--- config.mk ---
export PLATFORM = sky130hd
export DESIGN_NAME = nonce_sweep_ctrl
export DESIGN_NICKNAME = d
export VERILOG_FILES = /design/src/rtl/sweep_pkg.sv /design/src/rtl/lz_count256.sv /design/src/rtl/nonce_sweep_ctrl.sv
export SDC_FILE = /design/constraint.sdc
export NUM_CORES = 2
export LEC_CHECK = 0
export CAP_MARGIN = 30
export CORE_AREA = 2 2 662 664
export DETAILED_ROUTE_END_ITERATION = 8
export DIE_AREA = 0 0 664 666
export PLACE_DENSITY = 0.31
export SLEW_MARGIN = 20
export SYNTH_ARGS = -nofsm -noshare
export SYNTH_HDL_FRONTEND = slang
export SYNTH_SLANG_ARGS = --single-unit
export TNS_END_PERCENT = 100
--- constraint.sdc ---
create_clock -name clk -period 4.6 [get_ports clk]
set_input_delay 0.92 -clock clk [delete_from_list [all_inputs] [get_ports clk]]
set_output_delay 0.92 -clock clk [all_outputs]
set_load 0.01 [all_outputs]
--- src/rtl/sweep_pkg.sv ---
// -----------------------------------------------------------------------------
// sweep_pkg
//   Shared definitions for the nonce sweep controller.
//   - BLOCK_W / DIGEST_W / NONCE_W : widths of the SHA-256 block, the digest
//     and the nonce.
//   - sweep_state_e : controller states (IDLE, ISSUE, WAIT, CHECK, DRAIN).
//   - insert_nonce() : overwrite one 32-bit word of a block with a nonce.
// -----------------------------------------------------------------------------
package sweep_pkg;

    localparam int BLOCK_W  = 512;
    localparam int DIGEST_W = 256;
    localparam int NONCE_W  = 32;

    typedef enum logic [2:0] {
        IDLE  = 3'd0,
        ISSUE = 3'd1,
        WAIT  = 3'd2,
        CHECK = 3'd3,
        DRAIN = 3'd4
    } sweep_state_e;

    // Word idx occupies block[32*idx+31 : 32*idx].
    function automatic logic [BLOCK_W-1:0] insert_nonce(
        input logic [BLOCK_W-1:0] block,
        input int unsigned        idx,
        input logic [NONCE_W-1:0] nonce
    );
        logic [BLOCK_W-1:0] b;
        b = block;
        b[NONCE_W*idx +: NONCE_W] = nonce;
        return b;
    endfunction

endpackage

--- src/rtl/lz_count256.sv ---
// -----------------------------------------------------------------------------
// lz_count256
//   Combinational leading-zero count of a 256-bit vector, counted from bit 255
//   downward. An all-zero input yields 256.
//   Ports:
//     value  in  256  vector to examine
//     count  out 9    number of leading zero bits (0-256)
// -----------------------------------------------------------------------------
module lz_count256
    import sweep_pkg::*;
(
    input  logic [DIGEST_W-1:0] value,
    output logic [8:0]          count
);

    // Scanning upward lets the highest set bit overwrite any lower one, so no
    // early exit is needed.
    always_comb begin
        count = 9'd256;
        for (int i = 0; i < DIGEST_W; i++) begin
            if (value[i]) begin
                count = 9'(DIGEST_W - 1 - i);
            end
        end
    end

endmodule

--- src/rtl/nonce_sweep_ctrl.sv ---
// -----------------------------------------------------------------------------
// nonce_sweep_ctrl
//   Sweeps a nonce range through a single-block SHA-256 core. A job latches a
//   512-bit template, first/last nonce and the required number of leading zero
//   bits. For every nonce the template word NONCE_WORD is replaced by the
//   nonce, the core is started, its digest is captured and tested. The job
//   ends on the first hit, after the last nonce, on abort, or (optionally) on
//   a core_done timeout.
//
//   Parameters:
//     NONCE_WORD   template word (0-15) replaced by the nonce
//     WDOG_CYCLES  core_done timeout in cycles (only with WATCHDOG_EN)
//
//   Build option:
//     WATCHDOG_EN  when defined, a timeout counter runs in WAIT and DRAIN and
//                  raises core_fault on expiry; otherwise core_fault is 0 and
//                  the controller waits for core_done indefinitely.
//
//   Ports:
//     clk, reset            clock; synchronous active-high reset
//     cfg_valid/cfg_ready   job request handshake, see below
//     cfg_block             512-bit block template
//     cfg_nonce_start/end   first and last (inclusive) nonce
//     cfg_zero_bits         required leading zero bits (clamped to 256)
//     abort                 cancel the running job
//     core_start            one-cycle start pulse to the core
//     core_block            template with nonce inserted
//     core_digest/core_done core result and its one-cycle valid pulse
//     busy                  controller not idle
//     found/exhausted       sticky job outcome flags
//     core_fault            sticky watchdog expiry flag
//     result_nonce          nonce of the hit, or last nonce tried
//     result_digest         digest of the last nonce evaluated
//     hashes_done           digests evaluated in the current job
//
//   Handshake: a job is accepted on a rising clk edge where cfg_valid and
//   cfg_ready are both high; cfg_ready is high only in IDLE, and requests
//   made while busy are dropped, never queued.
// -----------------------------------------------------------------------------
module nonce_sweep_ctrl
    import sweep_pkg::*;
#(
    parameter int NONCE_WORD  = 3,
    parameter int WDOG_CYCLES = 4096
)
(
    input  logic                clk,
    input  logic                reset,
    input  logic                cfg_valid,
    output logic                cfg_ready,
    input  logic [BLOCK_W-1:0]  cfg_block,
    input  logic [NONCE_W-1:0]  cfg_nonce_start,
    input  logic [NONCE_W-1:0]  cfg_nonce_end,
    input  logic [8:0]          cfg_zero_bits,
    input  logic                abort,
    output logic                core_start,
    output logic [BLOCK_W-1:0]  core_block,
    input  logic [DIGEST_W-1:0] core_digest,
    input  logic                core_done,
    output logic                busy,
    output logic                found,
    output logic                exhausted,
    output logic                core_fault,
    output logic [NONCE_W-1:0]  result_nonce,
    output logic [DIGEST_W-1:0] result_digest,
    output logic [31:0]         hashes_done
);

    localparam logic [2:0] ST_IDLE  = IDLE;
    localparam logic [2:0] ST_ISSUE = ISSUE;
    localparam logic [2:0] ST_WAIT  = WAIT;
    localparam logic [2:0] ST_CHECK = CHECK;
    localparam logic [2:0] ST_DRAIN = DRAIN;

    logic [2:0]          state;
    logic [BLOCK_W-1:0]  tmpl_q;
    logic [NONCE_W-1:0]  nonce_q;
    logic [NONCE_W-1:0]  end_q;
    logic [8:0]          zero_bits_q;
    logic                found_q;
    logic                exhausted_q;
    logic [NONCE_W-1:0]  result_nonce_q;
    logic [DIGEST_W-1:0] result_digest_q;
    logic [31:0]         hashes_q;

    logic [8:0]          lz;
    logic                hit;
    logic [8:0]          zb_clamped;
    logic                accept;
    logic                wdog_fire;

    assign accept     = (state == ST_IDLE) && cfg_valid;
    assign zb_clamped = (cfg_zero_bits > 9'd256) ? 9'd256 : cfg_zero_bits;

    // The test runs in CHECK on the digest registered at core_done, keeping
    // the 256-bit count off the core_digest input path.
    lz_count256 u_lz (
        .value (result_digest_q),
        .count (lz)
    );
    assign hit = (lz >= zero_bits_q);

`ifdef WATCHDOG_EN
    logic [31:0] wdog_cnt;
    logic        fault_q;
    logic        wdog_restart;

    // Expiry only counts when nothing else ends the wait this cycle:
    // a done or an abort in WAIT take precedence.
    assign wdog_fire = (wdog_cnt == 32'(WDOG_CYCLES - 1)) && !core_done &&
                       (((state == ST_WAIT) && !abort) || (state == ST_DRAIN));

    // Counter restarts on entry to WAIT (from ISSUE) and to DRAIN (from WAIT).
    assign wdog_restart = ((state == ST_ISSUE) && !abort) ||
                          ((state == ST_WAIT) && abort && !core_done);

    always_ff @(posedge clk) begin
        if (reset) begin
            wdog_cnt <= '0;
            fault_q  <= 1'b0;
        end else begin
            if (wdog_restart) begin
                wdog_cnt <= '0;
            end else if ((state == ST_WAIT) || (state == ST_DRAIN)) begin
                wdog_cnt <= wdog_cnt + 32'd1;
            end

            if (accept) begin
                fault_q <= 1'b0;
            end else if (wdog_fire) begin
                fault_q <= 1'b1;
            end
        end
    end

    assign core_fault = fault_q;
`else
    assign wdog_fire  = 1'b0;
    assign core_fault = 1'b0;
`endif

    always_ff @(posedge clk) begin
        if (reset) begin
            state           <= ST_IDLE;
            tmpl_q          <= '0;
            nonce_q         <= '0;
            end_q           <= '0;
            zero_bits_q     <= '0;
            found_q         <= 1'b0;
            exhausted_q     <= 1'b0;
            result_nonce_q  <= '0;
            result_digest_q <= '0;
            hashes_q        <= '0;
        end else begin
            case (state)
                ST_IDLE: begin
                    if (cfg_valid) begin
                        tmpl_q      <= cfg_block;
                        nonce_q     <= cfg_nonce_start;
                        end_q       <= cfg_nonce_end;
                        zero_bits_q <= zb_clamped;
                        found_q     <= 1'b0;
                        exhausted_q <= 1'b0;
                        hashes_q    <= '0;
                        state       <= ST_ISSUE;
                    end
                end

                ST_ISSUE: begin
                    state <= abort ? ST_IDLE : ST_WAIT;
                end

                ST_WAIT: begin
                    if (abort) begin
                        // A done arriving with the abort is already the
                        // outstanding result, so there is nothing to drain.
                        state <= core_done ? ST_IDLE : ST_DRAIN;
                    end else if (core_done) begin
                        result_digest_q <= core_digest;
                        hashes_q        <= hashes_q + 32'd1;
                        state           <= ST_CHECK;
                    end else if (wdog_fire) begin
                        state <= ST_IDLE;
                    end
                end

                ST_CHECK: begin
                    if (abort) begin
                        state <= ST_IDLE;
                    end else begin
                        result_nonce_q <= nonce_q;
                        // A hit on the last nonce reports found only.
                        if (hit) begin
                            found_q <= 1'b1;
                            state   <= ST_IDLE;
                        end else if (nonce_q == end_q) begin
                            exhausted_q <= 1'b1;
                            state       <= ST_IDLE;
                        end else begin
                            nonce_q <= nonce_q + 32'd1;
                            state   <= ST_ISSUE;
                        end
                    end
                end

                ST_DRAIN: begin
                    if (core_done || wdog_fire) begin
                        state <= ST_IDLE;
                    end
                end

                default: begin
                    state <= ST_IDLE;
                end
            endcase
        end
    end

    assign cfg_ready     = (state == ST_IDLE);
    assign busy          = (state != ST_IDLE);
    assign core_start    = (state == ST_ISSUE);
    // nonce_q only changes in CHECK, so the block is stable ISSUE..WAIT.
    assign core_block    = insert_nonce(tmpl_q, NONCE_WORD, nonce_q);
    assign found         = found_q;
    assign exhausted     = exhausted_q;
    assign result_nonce  = result_nonce_q;
    assign result_digest = result_digest_q;
    assign hashes_done   = hashes_q;

endmodule
==> results.sh <==
export IMPL_whs_ns=0.451
export IMPL_synthTopCellsByArea="dfxtp_1, nand2_1, a21oi_1"
export IMPL_final_util_pct=15.4
export IMPL_synth_area_um2=35100
export IMPL_nFillCells=49800
export IMPL_regToRegSetupSlack_ns=0.10
export IMPL_fin_skew_ns=0.0487
export IMPL_io_pins=1684
export IMPL_cts_tree="done"
export IMPL_yosysWarnings=0
export IMPL_maxSlewViolCount=0
export IMPL_initial_utilization_pct=8.06
export IMPL_root_buffer="clkbuf_16"
export IMPL_place_congestion=0.945
export IMPL_first_iter_violations=2631
export IMPL_synthCells=4699
export IMPL_antenna_found_initial=178
export IMPL_gr_usage_all_layers_pct=15.8
export IMPL_drive_gt1_share_pct=11.5
export IMPL_final_nets=7545
export IMPL_p_leak_nw=23.1
export IMPL_slew_headroom_pct=30.9
export IMPL_post_route_cell_area_um2=66900
export IMPL_die_h_um=666
export IMPL_seq_power_share_pct=34.6
export IMPL_core_area_um2=436000
export IMPL_rsz0062_at_grt="true"
export IMPL_irDropWorstVdd_mv=0.229
export IMPL_tightest_slew_ns=1.03
export IMPL_critPathRequiredTime_ns=5.29
export IMPL_arrival_ns=5.18
export IMPL_ff_latch_area_um2=17600
export IMPL_setup_worst_path_class="reg2reg"
export IMPL_drt_wl_total_mm=367
export IMPL_multi_input_area_um2=16500
export IMPL_synthFlopType="dfxtp_1"
export IMPL_async_flop_share_pct=0
export IMPL_p_total_mw=24.1
export IMPL_fin_crit_sh_pct=97.7
export IMPL_setup_violations=0
export IMPL_via_count=43000
export IMPL_dr_pass1_iters=5
export IMPL_finalCriticalPeriod_ns=4.50
export IMPL_ys_ff_latch=878
export IMPL_finalSetupTns_ns=0
export IMPL_p_per_area_nw_per_um2=360
export IMPL_ys_types=74
export IMPL_cts_htree_levels=4
export IMPL_critPathLaunchType="flip-flop"
export IMPL_endpoint_kind="flip-flop"
export IMPL_drc=0
export IMPL_grt_pass1_vias=42800
export IMPL_sw_frac_of_total_pct=30.7
export IMPL_routed_via_density=3.42
export IMPL_insertion_delay_ns=0.85
export IMPL_yosys_area_top_type="dfxtp_1"
export IMPL_grt_max_degree=155
export IMPL_pwr_share_clk_pct=45.6
export IMPL_postSynthAreaPerCell_um2=7.48
export IMPL_dp_hpwl_mm=313
export IMPL_ys_seq_area_share_pct=50.0
export IMPL_fmax_mhz=222
export IMPL_rows=243
export IMPL_ant_nets=0
export IMPL_cts_clk_slew_worst_paths_ns=0.06
export IMPL_outcome="completed"
export IMPL_synth_edf_count=0
export IMPL_finalHoldViolCount=0
export IMPL_worstHoldPathType="reg2reg"
export IMPL_numPortBuffers=1650
export IMPL_p_int_mw=16.7
export IMPL_cts_buffer_depth=4
export IMPL_layout_common_cells="nand2_1, clkdlybuf4s50_1, a21oi_1"
export IMPL_mappedNetlistNets=5556
export IMPL_p_sw_mw=7.40
export IMPL_cap_violations=0
export IMPL_place_area_um2=62000
export IMPL_cp_max_fo=7
export IMPL_wire_per_inst_um=29.2
export IMPL_netlist_area_leader_share_pct=50.0
export IMPL_clock_sinks=878
export IMPL_layout_commonest_cell="nand2_1"
export IMPL_cts_buffers=137
export IMPL_fp_dieW_um=664
export IMPL_syn_to_final_growth_pct=90.5
export IMPL_p_comb_share_pct=19.8
export IMPL_grt_ovfl_total=0
export IMPL_grt_pass1_wl_mm=462
export IMPL_die_area_um2=442000
[power groups by stage]
stage	Sequential, mW	Combinational (mW)	Clock [mW]
2_1_floorplan	8.54	1.31	0
3_3_place_gp	8.50	4.80	0
3_5_place_dp	8.51	4.79	0
4_1_cts	8.35	4.88	11.5
5_1_grt	8.39	5.09	11.7
6_report	8.34	4.77	11.0
[Yosys cell counts, types with 6 or more instances]
| library cell | instances |
|---|---|
| o21a_1 | 8 |
| buf_1 | 34 |
| nand2b_1 | 15 |
| or2_1 | 9 |
| o21bai_1 | 9 |
| o21ai_1 | 18 |
| and4_1 | 8 |
| o21ai_0 | 36 |
| inv_1 | 69 |
| xor2_1 | 10 |
| and3_1 | 9 |
| clkbuf_1 | 268 |
| nor2_1 | 168 |
| a22oi_1 | 6 |
| a21oi_1 | 916 |
| o31ai_1 | 31 |
| nand3_1 | 52 |
| a211oi_1 | 11 |
| dfxtp_1 | 878 |
| nor2b_1 | 10 |
| o31a_1 | 7 |
| nor3_1 | 60 |
| or3_1 | 24 |
| a2111oi_0 | 8 |
| buf_2 | 10 |
| xnor2_1 | 45 |
| o32ai_1 | 11 |
| nand4_1 | 40 |
| nand3b_1 | 8 |
| or4_1 | 15 |
| nand2_1 | 1710 |
| o2bb2ai_1 | 6 |
| nor4_1 | 73 |
| o211ai_1 | 14 |
| a31oi_1 | 12 |
| ha_1 | 11 |
| and2_1 | 7 |
[routing by layer]
layer | routed length (um) | global-route usage (%)
met5 | 834 | 0
met4 | 12300 | 4.52
met1 | 133000 | 16.5
met3 | 40400 | 7.81
met2 | 181000 | 27.9
[metrics by stage]
stage	cells	setup WS, ns
5_1_grt	12500	-0.116
2_1_floorplan	4699	0.798
3_5_place_dp	12300	-0.905
4_1_cts	12500	-0.0505
6_report	12600	0.104
3_3_place_gp	12300	-0.759
[flip-flops by register name, indices dropped and copies added (netlist names)]
| name | count |
|---|---|
| tmpl_q | 480 |
| state | 3 |
| hashes_done | 32 |
| zero_bits_q | 9 |
| nonce_q | 32 |
| end_q | 32 |
| result_nonce | 32 |
| exhausted | 1 |
| result_digest | 256 |
| found | 1 |
[cell families (layout without fill, tap and decap cells)]
family,count (synthesis),after routing,synth area share (%)
adder cells (fa/ha/maj),11,11,0.392
flip-flops,878,878,50.0
AND/OR/NAND/NOR,2225,2225,26.2
buffers and inverters,384,2466,4.15
AO/OA/AOI/OAI,1143,1143,17.8
multiplexers,2,2,0.0570
XOR/XNOR,55,55,1.37
other,1,23,0.0107
[layout make-up]
class	count	share of cell area [%]
repair buffers	2163	31.1
flip-flops and latches	878	26.3
well taps	5757	10.8
diodes	22	0.0822
multi-input cells	3437	24.6
inverters	71	0.398
clock buffers	198	5.98
clock inverters	34	0.738
[final timing paths]
| kind | endpoint | cells past startpoint | start |
|---|---|---|---|
| max | nonce_q[20] | 19 | result_digest[105] |
| min | tmpl_q[397] | 2 | tmpl_q[397] |
| max reg2reg | nonce_q[20] | 19 | result_digest[105] |
| min reg2reg | tmpl_q[397] | 2 | tmpl_q[397] |
[what timing repair did]
action | in CTS | in global routing
endpoints found under the hold margin | 0 | 0
hold buffers | 0 | 0
setup buffers | 5 | 3
pin swaps | 18 | 20
endpoints found under the setup margin | 33 | 32
gates resized for setup | 35 | 34
[worst max-delay path, cell delays in order, from the launching register on]
cell and delay (ns):
dfxtp_1 0.31, nor4_2 0.33, buf_4 0.18, nand3_1 0.16
or4_4 0.59, a31oi_1 0.18, buf_4 0.17, o21ai_1 0.07
a311oi_2 0.30, ha_1 0.29, a21o_1 0.16, a221o_1 0.38
a21oi_4 0.17, buf_6 0.14, o211a_4 0.23, a21oi_4 0.09
buf_6 0.18, buf_6 0.13, o211ai_1 0.16, o31ai_1 0.11
No activity file was read; power rests on OpenSTA's default activity.
